### src/rtl/ddcb_pkg.sv
`default_nettype none
// +----------------------------------------------------------------------------+
// | Package  : ddcb_pkg                                                        |
// | Purpose  : Shared types and step-to-select encoding for the delay-line     |
// |            calibration controller.                                         |
// | Revision : 1.0 - initial release                                           |
// +----------------------------------------------------------------------------+
package ddcb_pkg;

    typedef enum logic [2:0] {
        IDLE   = 3'd0,
        APPLY  = 3'd1,
        SETTLE = 3'd2,
        SAMPLE = 3'd3,
        EVAL   = 3'd4,
        DONE   = 3'd5
    } cal_state_t;

    // Per-stage mux select codes; 2'b11 is never produced.
    localparam logic [1:0] c_sel_i0 = 2'b00;
    localparam logic [1:0] c_sel_i1 = 2'b01;
    localparam logic [1:0] c_sel_i2 = 2'b10;

    localparam int c_max_cascades = 16;
    localparam int c_max_sel_w    = 2 * c_max_cascades;

    // Buffers used by stage g for total step k; the last stage fills first.
    function automatic logic [1:0] stage_sel(input int step, input int g, input int n);
        int b;
        b = step - 2 * (n - 1 - g);
        if (b <= 0) begin
            return c_sel_i0;
        end else if (b == 1) begin
            return c_sel_i1;
        end
        return c_sel_i2;
    endfunction

    function automatic logic [c_max_sel_w-1:0] step_to_select(input int step, input int n);
        logic [c_max_sel_w-1:0] sel;
        sel = '0;
        for (int g = 0; g < n && g < c_max_cascades; g++) begin
            sel[2*g +: 2] = stage_sel(step, g, n);
        end
        return sel;
    endfunction

endpackage
`default_nettype wire

### src/rtl/delay_step_encoder.sv
`default_nettype none
// +----------------------------------------------------------------------------+
// | Module   : delay_step_encoder                                              |
// | Purpose  : Combinational map from a buffer-count step to the delay line's  |
// |            select word.                                                    |
// | Revision : 1.0 - initial release                                           |
// +----------------------------------------------------------------------------+
module delay_step_encoder
    import ddcb_pkg::*;
#(
    parameter int NMBR_CASCADES = 4,
    parameter int CODE_W        = $clog2(2 * NMBR_CASCADES + 1)
) (
    input  logic [CODE_W-1:0]          i_step,
    output logic [2*NMBR_CASCADES-1:0] o_select
);

    for (genvar g = 0; g < NMBR_CASCADES; g++) begin : g_stage
        assign o_select[2*g +: 2] = stage_sel(int'(i_step), g, NMBR_CASCADES);
    end

endmodule
`default_nettype wire

### src/rtl/delay_cal_ctrl.sv
`default_nettype none
// +----------------------------------------------------------------------------+
// | Module   : delay_cal_ctrl                                                  |
// | Purpose  : Sweeps the cascade_delays step, majority-votes the phase        |
// |            detector and locks the first flipping step; manual override.    |
// | Revision : 1.0 - initial release                                           |
// +----------------------------------------------------------------------------+
module delay_cal_ctrl
    import ddcb_pkg::*;
#(
    parameter int NMBR_CASCADES = 4,
    parameter int SETTLE_CYC    = 8,
    parameter int SAMPLES       = 5,
    parameter int CODE_W        = $clog2(2 * NMBR_CASCADES + 1)
) (
    input  logic                       clk,
    input  logic                       rst,
    input  logic                       start,
    input  logic                       man_en,
    input  logic [CODE_W-1:0]          man_code,
    input  logic                       pd_in,
    output logic [2*NMBR_CASCADES-1:0] select,
    output logic                       busy,
    output logic                       done,
    output logic                       locked,
    output logic                       fail,
    output logic [CODE_W-1:0]          lock_code
);

    localparam int c_sel_w   = 2 * NMBR_CASCADES;
    localparam int c_cnt_max = (SETTLE_CYC > SAMPLES) ? SETTLE_CYC : SAMPLES;
    localparam int c_cnt_w   = $clog2(c_cnt_max + 1);
    localparam int c_ones_w  = $clog2(SAMPLES + 1);

    localparam logic [CODE_W-1:0]   c_last_step   = CODE_W'(2 * NMBR_CASCADES);
    localparam logic [c_cnt_w-1:0]  c_settle_last = c_cnt_w'(SETTLE_CYC - 1);
    localparam logic [c_cnt_w-1:0]  c_sample_last = c_cnt_w'(SAMPLES - 1);
    localparam logic [c_ones_w-1:0] c_half        = c_ones_w'(SAMPLES / 2);

    cal_state_t          r_state;
    logic [CODE_W-1:0]   r_step;
    logic [c_cnt_w-1:0]  r_cnt;
    logic [c_ones_w-1:0] r_ones;
    logic                r_ref;

    logic [CODE_W-1:0]   w_man_step;
    logic [CODE_W-1:0]   w_enc_step;
    logic [c_sel_w-1:0]  w_enc_sel;
    logic                w_vote;

    assign w_man_step = (man_code > c_last_step) ? c_last_step : man_code;
    assign w_vote     = (r_ones > c_half);

    // The encoder only feeds select in IDLE (manual), APPLY and the EVAL fail path.
    always_comb begin
        w_enc_step = r_step;
        case (r_state)
            IDLE:    w_enc_step = w_man_step;
            EVAL:    w_enc_step = '0;
            default: w_enc_step = r_step;
        endcase
    end

    delay_step_encoder #(
        .NMBR_CASCADES (NMBR_CASCADES),
        .CODE_W        (CODE_W)
    ) u_enc (
        .i_step   (w_enc_step),
        .o_select (w_enc_sel)
    );

    always_ff @(posedge clk) begin
        if (rst) begin
            r_state   <= IDLE;
            r_step    <= '0;
            r_cnt     <= '0;
            r_ones    <= '0;
            r_ref     <= 1'b0;
            select    <= '0;
            busy      <= 1'b0;
            done      <= 1'b0;
            locked    <= 1'b0;
            fail      <= 1'b0;
            lock_code <= '0;
        end else begin
            done <= 1'b0;
            case (r_state)
                IDLE: begin
                    if (man_en) begin
                        select <= w_enc_sel;
                    end else if (start) begin
                        r_step  <= '0;
                        locked  <= 1'b0;
                        fail    <= 1'b0;
                        busy    <= 1'b1;
                        r_state <= APPLY;
                    end
                end
                APPLY: begin
                    select  <= w_enc_sel;
                    r_cnt   <= '0;
                    r_state <= SETTLE;
                end
                SETTLE: begin
                    if (r_cnt == c_settle_last) begin
                        r_cnt   <= '0;
                        r_ones  <= '0;
                        r_state <= SAMPLE;
                    end else begin
                        r_cnt <= r_cnt + c_cnt_w'(1);
                    end
                end
                SAMPLE: begin
                    r_ones <= r_ones + c_ones_w'(pd_in);
                    if (r_cnt == c_sample_last) begin
                        r_state <= EVAL;
                    end else begin
                        r_cnt <= r_cnt + c_cnt_w'(1);
                    end
                end
                EVAL: begin
                    if (r_step == '0) begin
                        r_ref   <= w_vote;
                        r_step  <= CODE_W'(1);
                        r_state <= APPLY;
                    end else if (w_vote != r_ref) begin
                        lock_code <= r_step;
                        locked    <= 1'b1;
                        done      <= 1'b1;
                        r_state   <= DONE;
                    end else if (r_step == c_last_step) begin
                        fail      <= 1'b1;
                        lock_code <= '0;
                        select    <= w_enc_sel;
                        done      <= 1'b1;
                        r_state   <= DONE;
                    end else begin
                        r_step  <= r_step + CODE_W'(1);
                        r_state <= APPLY;
                    end
                end
                DONE: begin
                    busy    <= 1'b0;
                    r_state <= IDLE;
                end
                default: r_state <= IDLE;
            endcase
        end
    end

endmodule
`default_nettype wire
### config.mk
export PLATFORM = sky130hd
export DESIGN_NAME = delay_cal_ctrl
export DESIGN_NICKNAME = d
export VERILOG_FILES = /design/src/rtl/ddcb_pkg.sv /design/src/rtl/delay_step_encoder.sv /design/src/rtl/delay_cal_ctrl.sv
export SDC_FILE = /design/constraint.sdc
export NUM_CORES = 1
export LEC_CHECK = 0
export CAP_MARGIN = 40
export CORE_MARGIN = 5
export CORE_UTILIZATION = 37
export CTS_CLUSTER_DIAMETER = 200
export DETAILED_ROUTE_END_ITERATION = 10
export PLACE_DENSITY = 0.55
export REMOVE_ABC_BUFFERS = 1
export SETUP_SLACK_MARGIN = 0.05
export SLEW_MARGIN = 20
export SYNTH_ARGS = -nofsm -noshare
export SYNTH_HDL_FRONTEND = slang
export SYNTH_SLANG_ARGS = --single-unit
### constraint.sdc
create_clock -name clk -period 6.7 [get_ports clk]
set_input_delay 1.34 -clock clk [delete_from_list [all_inputs] [get_ports clk]]
set_output_delay 1.34 -clock clk [all_outputs]
set_load 0.01 [all_outputs]
==> flow_results.org, run 1 <==
** Timing
- Slew headroom :: 51.5%
- Hold is met by 0.468 ns.
- Setup repair after global routing left no endpoint under its margin.
- For the pin with the worst max-slew slack, the measured transition is 0.728 ns.
- Number of slew-limit violations in the final report :: 0
- Final Hold Viols :: 0
- Worst-case clock skew :: 0.00603 ns
- Setup total negative slack on the finished layout was measured at 0 ns.
- Maximum clock frequency :: 300 MHz
- The routed design could run at a clock period as short as 3.33 ns.
- Final count of negative-setup-slack endpoints :: 0
- Once routing completed, OpenROAD measured the worst setup slack at 3.37 ns.
- Dividing the final minimum period by the clock period gives 49.7%.

** Global routing
- The initial antenna violation count is 0.
- Global routing used 13.9% of the available tracks across all layers.
- The number of global-route vias before repair is 1437.
- Maximum number of pins on one net before global-route repair :: 28
- The first global-routing pass estimated 6920 um of wire.
- Summed over all layers, the global routing overflow is 0.

** Power
- In this run the static leakage power is 0.807 nW.
- Total power density per cell area :: 204 mW/mm2
- Part of the power in registers :: 45.0%
- Internal power comes to 0.000325 W.
- The share of total power dissipated in combinational logic is 12.3%.
- Worst ir drop on vdd :: 0.000115 V
- In this run the power spent charging and discharging nets is 0.000109 W.
- Summing internal, switching and leakage power gives 0.000434 W.
- In this run switching power makes up 25.1% of total power.
- The share of total power dissipated in the clock network is 42.7%.

** Drt
- For this block, the via count after detailed routing is 1536.
- Starting DRT DRC Count :: 64
- After detailed routing, the total wire length is 4060 um.
- Detail-routed net length per standard cell :: 14.4 um
- Vias per cell :: 5.43
- The first detailed-routing pass took 4 iterations.
- In the routed design, unresolved DRC markers number 0.
- Count of nets left with antenna violations after detail routing :: 0

** Synth
- After synthesis, the largest area contributor takes up 35.5% of total cell area.
- Fraction of synthesis flops using an asynchronous set or reset pin :: 0%
- During synthesis, Yosys emitted a total of 0 warnings.
- The synthesized netlist occupies a cell area of 0.00175 mm2.
- Yosys mapped the design onto 52 distinct sky130hd cell types.
- Part of the Yosys area used for sequential elements :: 35.5%
- Leading register cell type out of synthesis :: dfxtp_1
- Average cell area after synthesis :: 8.48 um2
- Counting every instance in the synthesized netlist gives 206.
- The synthesized design contains 31 register bits.
- Counting flops with a built-in enable in the synthesized netlist gives 0.
- By area the synthesized netlist is led by dfxtp_1, ha_1, a21oi_1, nor2_1, o21ai_0.
- Most area-hungry cell type in the Yosys netlist :: dfxtp_1

** Critical path
- Crit. End Element :: flop
- The worst register-to-register path has a depth of 7.
- Signal arrival time at the worst endpoint :: 3.49 ns
- The worst setup path is of the in -> reg kind.
- R2r endpoint :: select[1]
- Required time of the worst setup path :: 6.86 ns
- Launch point of the critical path :: man_code[3]
- Reg-to-reg startpoint :: r_state[0]
- Capture point of the worst path :: select[1]
- Largest fanout on the critical path :: 7
- Critical Path Source Type :: input pin
- Flop2flop setup slack :: 4.02 ns

** Final layout
- Area of the multi-input gates :: 0.00103 mm2
- Antenna diodes :: 0
- Measured on the finished design, the core utilization comes to 45.6%.
- Total number of nets in the final design :: 246
- Layout cell share with drive strength beyond 1 :: 7.42%
- Area Growth Syn to Fin :: 21.6%
- Storage cell area :: 621 um2
- The layout has 474 filler cells.

** Clocking
- Hold repair after CTS inserted 0 buffers.
- CTS H-tree lvls :: 2
- CTS placed an instance of clkbuf_8 at the clock tree root.
- TritonCTS built the clock tree.
- Setup fix buffers added after clock tree synthesis :: 0
- Source-to-sink clock delay at the later pin of the worst-skew pair :: 0.28 ns
- Clock-pin slew was measured on the worst setup and hold paths at 0.06 ns.
- The clock drives 31 sinks.
- Number of buffers added by the clock tree synthesis step :: 5
- Max Root-Sink Buffers :: 2
- # resized after CTS :: 0

** Floorplanning
- The initial utilization of the core area, before any placement, comes to 37.5%.
- The floorplan has 25 rows.
- The floorplan step set the die width to 78.7 um.
- Standard cell core area :: 0.00466 mm2
- From bottom edge to top edge, the die measures 78.7 um.
- The die covers 0.00619 mm2.
- For this design the top-level I/O count stands at 25.

** Placement
- Buffers added on ports :: 24
- At the end of routability-driven placement, the weighted congestion stood at 0.842.
- Prior to clock tree synthesis, the placed netlist has a worst setup slack of 3.06 ns.
- The wire-length estimate of the detail-placed layout is 2860 um.

** Run
- Max-cap violation count :: 0

** Outcome
- The flow ran to the end, and the final reports show no timing, DRC or antenna violations.

** Min path
- Path type of the worst min-delay path :: reg -> reg
- Hold-critical path depth :: 2
[cell families after synthesis]
family / share of synthesized area (%)
compound gates: 24.9
xor+xnor: 2.51
fa+ha+maj: 6.45
buf+inv: 5.66
flops: 35.5
mux: 1.15
simple gates: 23.9
[power groups by stage]
stage          registers (W)   logic, W  clock network (W)
6_report            0.000195  0.0000536           0.000185
5_1_grt             0.000196  0.0000604           0.000200
4_1_cts             0.000195  0.0000545           0.000191
3_5_place_dp        0.000199  0.0000542                  0
3_3_place_gp        0.000199  0.0000543                  0
2_1_floorplan       0.000200  0.0000295                  0
[metal layers]
metal | wire, um | track usage (%)
met1 | 2110 | 19.6
met2 | 1760 | 20.8
met3 | 154 | 3.74
met4 | 36 | 3.67
met5 | 0 | 0
[layout make-up]
| type | count | area share (%) |
|---|---|---|
| clock inverters | 3 | 2.06 |
| multi-input cells | 153 | 48.4 |
| inverters | 11 | 1.94 |
| well taps | 54 | 3.18 |
| flip-flops and latches | 31 | 29.2 |
| repair buffers | 26 | 12.0 |
| clock buffers | 5 | 3.24 |
[placed cells by master (no fill, tap or decap), drive strengths merged, types with 3 or more instances in the layout]
master and n:
a21oi 20, a22oi 3, a311oi 4, clkbuf 5
clkdlybuf4s50 24, dfxtp 31, ha 9, inv 11
nand2 10, nand2b 7, nand3 5, nand4 5
nor2 22, nor2b 5, nor3 4, nor3b 5
o21ai 11, xnor2 3
[worst max-delay path, cell delays in order]
cell and delay (ns):
clkdlybuf4s50_1 0.53, nor2_1 0.07, a31oi_1 0.46, inv_1 0.15
ha_1 0.26, or4_1 0.50, o211ai_1 0.10, a21oi_1 0.08
[registers in the layout, summed over array words and instances, names as in the netlist]
signal / count
select: 8
lock_code: 4
r_cnt: 4
r_step: 4
r_ones: 3
r_state: 3
busy: 1
done: 1
fail: 1
locked: 1
r_ref: 1
[synth_stat cells, drive strengths merged (2+ instances only)]
cell and n:
xor2 2, o21ai 11, buf 3, nand2b 7
o21a 2, clkbuf 8, a21boi 2, inv 11
o211ai 2, nor2 22, nor4 2, a32oi 2
nand4 5, nand2 10, mux2i 2, nor3 4
nand3 5, a311oi 4, dfxtp 31, ha 9
a21o 2, or4 2, a21oi 20, nor3b 5
a22oi 3, xnor2 3, nor2b 5, a32o 2
a31oi 2
[metrics by stage]
step,cells,area [um2]
global route,283,2120
CTS,283,2120
detailed placement,275,2010
global placement,275,2010
floorplan,195,1690
finish,283,2120
[how the worst min path moves through the flow]
stage	from	end	slack, ns
after floorplan	r_cnt[2]	r_cnt[2]	0.46
after global placement	select[1]	select[1]	0.46
after detailed placement	select[1]	select[1]	0.46
after CTS	select[1]	select[1]	0.47
after global routing	select[2]	select[2]	0.48
final	select[1]	select[1]	0.47
No activity file was read; power rests on OpenSTA's default activity.
==> run 2: changes to the inputs <==
- clock period: 6.7 -> 3.1 ns (I/O delays scaled with it)
==> run 2 against run 1 <==
Clock-buffer cell count stayed put. First-iteration DRC count is 11% higher. Die area stayed put. Sequential cell count stayed put. Sequential share of layout area is 0.51 points lower. Routed wire length is 1.9% higher. Highest routed layer unchanged.
==> flow_results.org, run 2 (same netlist as run 1, synthesis figures left out) <==
** Placement
- The detailed placer's ending HPWL came to 3030 um (was 2860 um).
- Buffers added on ports :: 24 (unchanged)
- Final weighted congestion of routability-driven global placement :: 0.820 (was 0.842)

** Floorplanning
- DIE WIDTH :: 78.7 um (unchanged)
- Standard cell core area :: 0.00466 mm2 (unchanged)
- Chip height :: 78.7 um (unchanged)
- The floorplan die area came to 0.00619 mm2 (unchanged).
- The standard-cell row count is 25 (unchanged).
- Number of placed I/O pins :: 25 (unchanged)
- The effective utilization at floorplan came to 37.5% (unchanged).

** Critical path
- Largest fanout on the critical path :: 7 (unchanged)
- The worst setup path startpoint is man_code[3] (unchanged).
- The count of cells along the worst register-to-register path came to 7 (unchanged).
- Critical Path Source Type :: input pin (unchanged)
- The source of the worst register-to-register timing path was r_state[1] (was r_state[0]).
- R2r endpoint :: select[1] (unchanged)
- Signal arrival time at the worst endpoint :: 2.81 ns (was 3.49 ns)
- The setup slack on the worst flop-to-flop path was 0.57 ns (was 4.02 ns).
- The category of the worst setup path capture point is a flop (unchanged).
- The classification of the worst setup path was in -> reg (unchanged).
- Required time of the worst setup path :: 3.24 ns (was 6.86 ns)

** Final layout
- Commonest non-fill, non-tap cell in the layout :: dfxtp_1 (unchanged)
- Total number of nets in the final design :: 251 (was 246)
- Layout cell share with drive strength beyond 1 :: 9.40% (was 7.42%)
- The count of inserted antenna diode cells came to 0 (unchanged).
- Number of flip-flops under the largest register name :: 8 (unchanged)
- Top library cells by usage in the layout, fill and taps aside: dfxtp_1, clkdlybuf4s50_1, nor2_1 (unchanged).
- The area growth from synthesis to layout was 23.8% (was 21.6%).
- Register ranked first by flip-flop count :: select (unchanged)
- Post-layout utilization of the core :: 46.4% (was 45.6%)

** Clocking
- Clock-pin slew reported for the worst setup and hold paths after clock tree synthesis :: 0.06 ns (about the same)
- Number of buffers added by the clock tree synthesis step :: 5 (unchanged)
- # resized after CTS :: 0 (unchanged)
- Clock tree from TritonCTS :: built (unchanged)
- The total number of H-tree levels came to 2 (unchanged).
- The clock insertion delay at the later pin of the skew report is 0.28 ns (about the same).
- Master cell of the clock root buffer :: clkbuf_8 (unchanged)
- Max Root-Sink Buffers :: 2 (unchanged)
- The quantity of hold-fixing buffers added after cts was 0 (unchanged).
- The total setup buffers inserted after CTS is 0 (unchanged).
- Clock sinks :: 31 (unchanged)

** Drt
- Count of nets left with antenna violations after detail routing :: 0 (unchanged)
- The mean routed wirelength per cell is 14.4 um (about the same).
- The remaining routing DRC violations was 0 (unchanged).
- The initial detailed-routing violation count came to 71 (was 64).
- Final wirelength :: 4140 um (was 4060 um)
- The count of vias placed by the detailed router came to 1578 (was 1536).
- The average vias per placed instance came to 5.48 (was 5.43).
- First-pass iteration count of the detailed router :: 4 (unchanged)

** Global routing
- The number of global-route vias before repair is 1520 (was 1437).
- The initial antenna violation count was 0 (unchanged).
- Total track usage :: 14.3% (was 13.9%)
- The global-route wire length before repair is 7040 um (was 6920 um).
- The global-route congestion overflow total was 0 (unchanged).
- Maximum number of pins on one net before global-route repair :: 16 (was 28)

** Outcome
- Status :: completed (unchanged)

** Power
- The worst voltage drop across the vdd grid was 0.000245 V (was 0.000115 V).
- The part of the power in the clock network came to 42.3% (was 42.7%).
- Part of the power in registers :: 44.6% (was 45.0%)
- The internal power summed over all cells is 0.000707 W (was 0.000325 W).
- The total power came to 0.000943 W (was 0.000434 W).
- Switching share of power :: 25.0% (was 25.1%)
- The combinational group share of total power is 13.1% (was 12.3%).
- The power dissipated by switching net loads is 0.000235 W (was 0.000109 W).
- The static leakage power came to 0.832 nW (was 0.807 nW).
- The total power per unit cell area came to 436 mW/mm2 (was 204 mW/mm2).

** Timing
- The sum of negative setup slack came to 0 ns (unchanged).
- Number of slew-limit violations in the final report :: 0 (unchanged)
- Derived from the worst setup path, the maximum achievable clock frequency is 375 MHz.
- Final Hold Viols :: 0 (unchanged)
- Actual slew at the worst max-slew pin :: 0.673 ns (was 0.728 ns)
- Time the final worst path needs with I/O delays and setup :: 2.67 ns
- Tcrit/Tclk final :: 86.1%
- RSZ-0062 raised after global routing: no (unchanged).
- The worst clock skew on the final layout was 0.00666 ns (was 0.00603 ns).
- The count of final setup violators came to 0 (unchanged).
- The worst-case headroom to the max-slew limit came to 54.8% (was 51.5%).

** Min path
- Worst Hold Launch :: select[1] (unchanged)
- The kind of path behind the tightest hold check is reg -> reg (unchanged).
- The terminating pin of the worst hold path is select[1] (unchanged).
- Hold-critical path depth :: 2 (unchanged)

** Run
- Max-cap violation count :: 0 (unchanged)
run 2: cell types whose count changed in the layout (fill, tap and decap cells not counted), sizes merged:
cell	change
buf	+5
run 2: through the flow:
step	hold WS, ns	setup WS, ns	std cells	instance area, um2
2_1_floorplan	0.459	0.797	195	1690
3_3_place_gp	0.463	0.214	280	2050
3_5_place_dp	0.467	0.174	280	2050
4_1_cts	0.477	0.470	288	2160
5_1_grt	0.501	0.320	288	2160
6_report	0.469	0.431	288	2160
run 2: layout make-up:
type                            count  area, um2
Clock buffer                        5       68.8
Clock inverter                      3       43.8
Fill cell                         476       2500
Inverter                           11       41.3
Multi-Input combinational cell    153       1030
Sequential cell                    31        621
Tap cell                           54       67.6
Timing Repair Buffer               31        293
run 2: metal layers:
metal / GRT usage [%] / routed length (um)
met5: 0 / 0
met4: 5.77 / 80
met3: 3.85 / 209
met2: 21.3 / 1790
met1: 19.5 / 2060
run 2: power by group through the flow:
stage / sequential [W] / clock [W] / combinational (W)
after floorplan: 0.000433 / 0 / 0.0000638
after global placement: 0.000430 / 0 / 0.000125
after detailed placement: 0.000429 / 0 / 0.000124
after CTS: 0.000420 / 0.000417 / 0.000125
after global routing: 0.000422 / 0.000439 / 0.000138
final: 0.000420 / 0.000399 / 0.000124
run 2: worst max path at each step:
| stage | cells past startpoint | to | slack, ns |
|---|---|---|---|
| 5_1_grt | 8 | select[1] | 0.32 |
| 3_5_place_dp | 8 | select[1] | 0.17 |
| 6_report | 8 | select[1] | 0.43 |
| 4_1_cts | 8 | select[1] | 0.47 |
| 2_1_floorplan | 4 | select[6] | 0.80 |
| 3_3_place_gp | 8 | select[1] | 0.21 |
run 2: worst max-delay path, stage by stage:
cell and delay, ns:
clkdlybuf4s50_1 0.52, nor2_1 0.07, a31oi_1 0.48, inv_1 0.16
ha_1 0.27, or4_1 0.50, o211ai_1 0.10, a21oi_1 0.08
==> RTL edit 1: new RTL, flow settings as in run 2 <==
Add an input register stage for `start`, `man_en`, `man_code` and `pd_in`; this delays them by one clock.
--- a/src/rtl/delay_cal_ctrl.sv
+++ b/src/rtl/delay_cal_ctrl.sv
@@ -37,6 +37,18 @@
     localparam logic [c_cnt_w-1:0]  c_sample_last = c_cnt_w'(SAMPLES - 1);
     localparam logic [c_ones_w-1:0] c_half        = c_ones_w'(SAMPLES / 2);
 
+    logic start_q;
+    logic man_en_q;
+    logic [CODE_W-1:0] man_code_q;
+    logic pd_q;
+
+    always_ff @(posedge clk) begin
+        start_q    <= start;
+        man_en_q   <= man_en;
+        man_code_q <= man_code;
+        pd_q       <= pd_in;
+    end
+
     cal_state_t          r_state;
     logic [CODE_W-1:0]   r_step;
     logic [c_cnt_w-1:0]  r_cnt;
@@ -48,7 +60,7 @@
     logic [c_sel_w-1:0]  w_enc_sel;
     logic                w_vote;
 
-    assign w_man_step = (man_code > c_last_step) ? c_last_step : man_code;
+    assign w_man_step = (man_code_q > c_last_step) ? c_last_step : man_code_q;
     assign w_vote     = (r_ones > c_half);
 
     // The encoder only feeds select in IDLE (manual), APPLY and the EVAL fail path.
@@ -86,9 +98,9 @@
             done <= 1'b0;
             case (r_state)
                 IDLE: begin
-                    if (man_en) begin
+                    if (man_en_q) begin
                         select <= w_enc_sel;
-                    end else if (start) begin
+                    end else if (start_q) begin
                         r_step  <= '0;
                         locked  <= 1'b0;
                         fail    <= 1'b0;
@@ -111,7 +123,7 @@
                     end
                 end
                 SAMPLE: begin
-                    r_ones <= r_ones + c_ones_w'(pd_in);
+                    r_ones <= r_ones + c_ones_w'(pd_q);
                     if (r_cnt == c_sample_last) begin
                         r_state <= EVAL;
                     end else begin
Function: changed (Yosys sat finds a counterexample within 4 cycles, from zero or initial values and one cycle with rst high).
==> RTL edit 1 against run 2 <==
  * Worst setup slack improved by 0.41 ns
  * Highest routed layer unchanged
  * Wire length about the same
  * Critical path type is now flop to flop
  * Final area increased by 4.8%
  * Count of clock-buffer cells in the layout unchanged
  * Sequential share of layout area increased by 4.9 points
  * Total power increased by 14%
  * Synthesized area increased by 7.6%
  * Sequential cell count increased by 7
==> RTL edit 1: results (changes against run 2) <==
The per-cell routed wire length is 13.85 µm (-3.6%). The number of inserted diodes was 0 (unchanged). The initial antenna violation count came out at 0 (unchanged). The tools report the sequential fraction of the synthesis area as 40.48% (+4.9 points).

The largest driver fanout on the critical path was 18 (+11). Ranked by flip-flop count, first place goes to select. The flip-flop count of the largest register after layout works out to 8 (unchanged). The number of buffers on the longest clock path was 2 (unchanged).

The aggregate global-route resource usage is 13.54% (-0.75 points). The logs give 0 (unchanged) for the final-report max-slew violation count and 0 (unchanged) for the number of setup buffers added after CTS. The share of async-settable or async-resettable flops after synthesis was 0% (unchanged). The first-pass GRT wire length is 6837 µm (-2.9%), and the worst-skew pair later-pin latency is 0.29 ns. The transition at the pin with the smallest max-transition slack was 0.6415 ns (-0.03177 ns); the critical path data arrival time was 2.45 ns (-0.36 ns).

The logs give 19 (+3) for the pin count of the biggest net entering global routing and 61 (+17%) for the count of distinct cell types in the synthesized netlist. The clock-pin slew reported for the worst setup and hold paths after clock tree synthesis is 0.08 ns (+0.02 ns), and the violation count after the first detailed-routing iteration is 81 (+14%). The Yosys warning count is 0 (unchanged).

The worst-case clock skew is 0.007882 ns (+0.001218 ns). The tightest min-delay check is of the flop to flop type. The clock sink count was 38 (+23%); the half-perimeter wire length of the detailed placement result was 3013 µm (-0.49%).

For the weighted congestion reported at the end of routability-driven placement, the log shows 0.7300 (-11%). The run gives 0 ns (unchanged) as the total negative setup slack. The number of H-tree levels is 2 (unchanged). The number of vias per cell after detailed routing came out at 5.027 (-8.3%).

By count the netlist is led by sky130_fd_sc_hd__dfxtp_1 (38), sky130_fd_sc_hd__nor2_1 (23), sky130_fd_sc_hd__nand2_1 (22). The post-cts resize count came out at 0 (unchanged). By area the synthesized netlist is led by sky130_fd_sc_hd__dfxtp_1 (40%), sky130_fd_sc_hd__ha_1 (6.0%), sky130_fd_sc_hd__nor2_1 (4.6%). The logs give 0.8354 nW (+0.45%) for the static leakage and 1404 (-7.6%) for the number of global-route vias before repair. The layout net count is 246 (-2.0%). CTS placed an instance of sky130_fd_sc_hd__clkbuf_8 at the clock tree root. The number of buffers created by CTS is 5 (unchanged), and the fraction of final layout cells sized beyond drive strength 1 is 11.35% (+2.0 points).

The tools report the number of optimization iterations in the first detailed-route pass as 4 (unchanged). The flow ran to the end, and the final reports show no timing, DRC or antenna violations. The tools report the worst voltage drop across the vdd grid as 0.2110 mV (-14%).

The number of buffers inserted by port buffering was 24 (unchanged).
## RTL edit 1: cell types whose count changed in the layout (fill, tap and decap cells not counted), sizes merged, moves of 3 or more
cell,change
dfxtp,+7
nand2b,-5
a311oi,-4
inv,-4
a21oi,-8
mux2i,+4
nand4,-4
nand2,+13
nor2b,-3
o21ai,-3
buf,-6
## RTL edit 1: kinds of logic (layout without fill, tap and decap cells)
| kind of cell | after synthesis | count (layout) | share of synthesized area [%] |
|---|---|---|---|
| compound gates | 46 | 46 | 19.44 |
| xor+xnor | 4 | 4 | 2.264 |
| fa+ha+maj | 9 | 9 | 5.992 |
| buf+inv | 14 | 41 | 4.659 |
| flops | 38 | 38 | 40.48 |
| mux | 6 | 6 | 3.196 |
| simple gates | 85 | 85 | 23.97 |
## RTL edit 1: worst paths after layout
check | startpoint | endpoint | slack (ns) | cells past startpoint
hold reg to reg | select[5] | select[5] | 0.45 | 2
setup / recovery | r_state[0] | select[1] | 0.84 | 7
hold / removal | select[5] | select[5] | 0.45 | 2
setup reg to reg | r_state[0] | select[1] | 0.84 | 7
## RTL edit 1: metal layers
layer | share of wire [%] | track usage, %
met1 | 49 | 17.87
met4 | 1.2 | 4.561
met5 | 0 | 0
met2 | 47 | 21.17
met3 | 3.4 | 3.769
## RTL edit 1: cell type report
type	count	area [µm²]
Clock buffer	5	68.82
Fill cell	539	2744
Sequential cell	38	760.7
Timing Repair Buffer	25	247.7
Inverter	8	30.03
Tap cell	70	87.58
Clock inverter	3	40.04
Multi-Input combinational cell	150	1031
## RTL edit 1: power by group
part | switching, W | total [W] | internal, W
sequential | 0.0000196 | 0.000526 | 0.000506
clock | 0.000180 | 0.000416 | 0.000237
combinational | 0.0000736 | 0.000137 | 0.0000631
total | 0.000273 | 0.00108 | 0.000806
## RTL edit 1: worst max-delay path, cell delays in order (launching register included)
cell and delay [ns]:
sky130_fd_sc_hd__dfxtp_1 0.73, sky130_fd_sc_hd__nor2_4 0.11, sky130_fd_sc_hd__mux2i_1 0.45, sky130_fd_sc_hd__inv_1 0.15
sky130_fd_sc_hd__ha_1 0.26, sky130_fd_sc_hd__nor2_1 0.14, sky130_fd_sc_hd__o21ai_1 0.08, sky130_fd_sc_hd__a41o_1 0.23
## RTL edit 1: through the flow
step                      cell area (µm²)  worst slack (ns)  hold WS, ns  cells
final                                2266            0.8428       0.4524    299
after global routing                 2266            0.6732       0.4917    299
after CTS                            2266            0.8599       0.4564    299
after detailed placement             2157            0.6989       0.4452    291
after global placement               2157            0.7410       0.4390    291
after floorplan                      1822             1.154       0.4700    196
==> RTL edit 2: new RTL, config.mk and constraints of run 2 <==
Made on the original files. The parameter `SAMPLES` goes from 5 to 6.
--- a/src/rtl/delay_cal_ctrl.sv
+++ b/src/rtl/delay_cal_ctrl.sv
@@ -10,7 +10,7 @@
 #(
     parameter int NMBR_CASCADES = 4,
     parameter int SETTLE_CYC    = 8,
-    parameter int SAMPLES       = 5,
+    parameter int SAMPLES       = 6,
     parameter int CODE_W        = $clog2(2 * NMBR_CASCADES + 1)
 ) (
     input  logic                       clk,
Function: same outputs for any inputs over 10 cycles, from zero or initial values and one cycle with rst high; that may be too few to reach the edited logic, so the function may still have changed.
==> RTL edit 2 against run 2 <==
  * Wire length decreased by 7.5%
  * Highest routed layer unchanged
  * Core utilization shrank 1.1 points
  * Count of clock-buffer cells in the layout is 3 higher
  * Sequential cell count is the same
  * Worst hold slack got worse by 0.013 ns
  * Worst setup slack better by 0.39 ns
  * Final area shrank 3.0%
  * Synthesized area down 0.50%
  * Maximum frequency grew 17%
  * Critical path depth did not move
  * Total power decreased by 3.6%
  * Non-clock buffer count down 5
==> RTL edit 2: results (changes against run 2) <==
The post-synthesis adder-cell area fraction works out to 6.479% (+0.032 points). The flow ran to the end, and the final reports show no timing, DRC or antenna violations. Worst-case clock skew: 0.003362 ns (-0.003302 ns). For the filler cell count in the final layout, the log shows 484 (+1.7%).

The sequential fraction of the synthesis area is 35.71% (+0.18 points), and the half-perimeter wire length of the detailed placement result is 2831 µm (-6.5%). Sorting the synthesized cells by how often they occur yields sky130_fd_sc_hd__dfxtp_1 (31), sky130_fd_sc_hd__nor2_1 (30), sky130_fd_sc_hd__a21oi_1 (20). For the number of H-tree levels, the log shows 2 (unchanged). The tightest slew margin relative to the limit is 47.19% (-7.7 points), and the complex-gate fraction of the synthesized area is 24.33% (-0.52 points). The cell family contributing the most delay on the critical path is simple AND/OR/NAND/NOR gates. The tools report the pin count of the biggest net entering global routing as 19 (+3). By area the synthesized netlist is led by sky130_fd_sc_hd__dfxtp_1 (36%), sky130_fd_sc_hd__ha_1 (6.5%), sky130_fd_sc_hd__nor2_1 (6.5%). The largest incremental delay on the critical path is 0.49 ns (-0.03 ns), and the weighted congestion reported at the end of routability-driven placement is 0.7806 (-4.8%).

The aggregate global-route resource usage is 13.59% (-0.71 points). The critical path data arrival time came out at 2.49 ns (-0.32 ns). The tools report the layout net count as 249 (-0.80%).

The share of synthesized area spent on multiplexers is 0.5760% (-0.57 points). The final routed wirelength across all metal layers is 3830 µm (-7.5%), and the violation count after the first detailed-routing iteration is 75 (+5.6%). The largest driver fanout on the critical path is 4 (-3).

The fraction of synthesized cell area in xor and xnor cells is 2.520% (+0.013 points), and the fraction of final layout cells sized beyond drive strength 1 is 8.621% (-0.78 points). For the total power, the log shows 0.0009084 W (-3.6%). The tools report the static leakage as 0.7860 nW (-5.5%).

For the first-pass GRT wire length, the log shows 6844 µm (-2.8%). The worst voltage drop across the vdd grid was 0.1787 mV (-27%). The number of vias per cell after detailed routing works out to 5.234 (-4.5%).
RTL edit 2: power breakdown:
part / total (W) / internal [W] / switching [W]
registers: 0.000426 / 0.000412 / 0.0000139
logic: 0.000133 / 0.0000606 / 0.0000722
clock network: 0.000350 / 0.000202 / 0.000147
total: 0.000908 / 0.000675 / 0.000233
RTL edit 2: final timing paths:
| check | startpoint | end | slack, ns | cells after the start |
|---|---|---|---|---|
| max | man_code[3] | select[5] | 0.82 | 8 |
| min reg2reg | select[2] | select[2] | 0.46 | 2 |
| min | select[2] | select[2] | 0.46 | 2 |
| max reg2reg | r_state[2] | r_step[2] | 0.87 | 5 |
RTL edit 2: per-layer routing:
metal / routed length [µm] / vias to the layer above / GRT usage (%)
met3: 125 / 4 / 2.752
met2: 1784 / 23 / 21.65
li1: - / 787 / -
met4: 53 / 0 / 5.245
met5: 0 / - / 0
met1: 1866 / 683 / 17.92
RTL edit 2: worst reg2reg max path, cell delays in order, from the launching register on:
cell and delay, ns:
sky130_fd_sc_hd__dfxtp_1 0.72, sky130_fd_sc_hd__or3b_1 0.55, sky130_fd_sc_hd__a211o_1 0.45, sky130_fd_sc_hd__a21oi_1 0.20
sky130_fd_sc_hd__o21ai_0 0.09, sky130_fd_sc_hd__a21oi_1 0.15
RTL edit 2: per-stage QoR:
stage               util (%)  setup slack [ns]  instances  instance area, µm²
CTS                    45.32            0.8307        286                2098
detailed placement     43.16            0.5285        278                1998
floorplan                  -             1.158        198                1675
global placement       43.16            0.5733        278                1998
global route           45.32            0.6625        286                2098
finish                 45.32            0.8216        286                2098
RTL edit 2: final cells by class:
type,instances,area [µm²],share of cell area [%]
multi-input cells,160,1028,49.02
flip-flops and latches,31,620.6,29.58
repair buffers,26,255.2,12.16
clock buffers,8,100.1,4.770
well taps,54,67.56,3.220
inverters,7,26.28,1.252
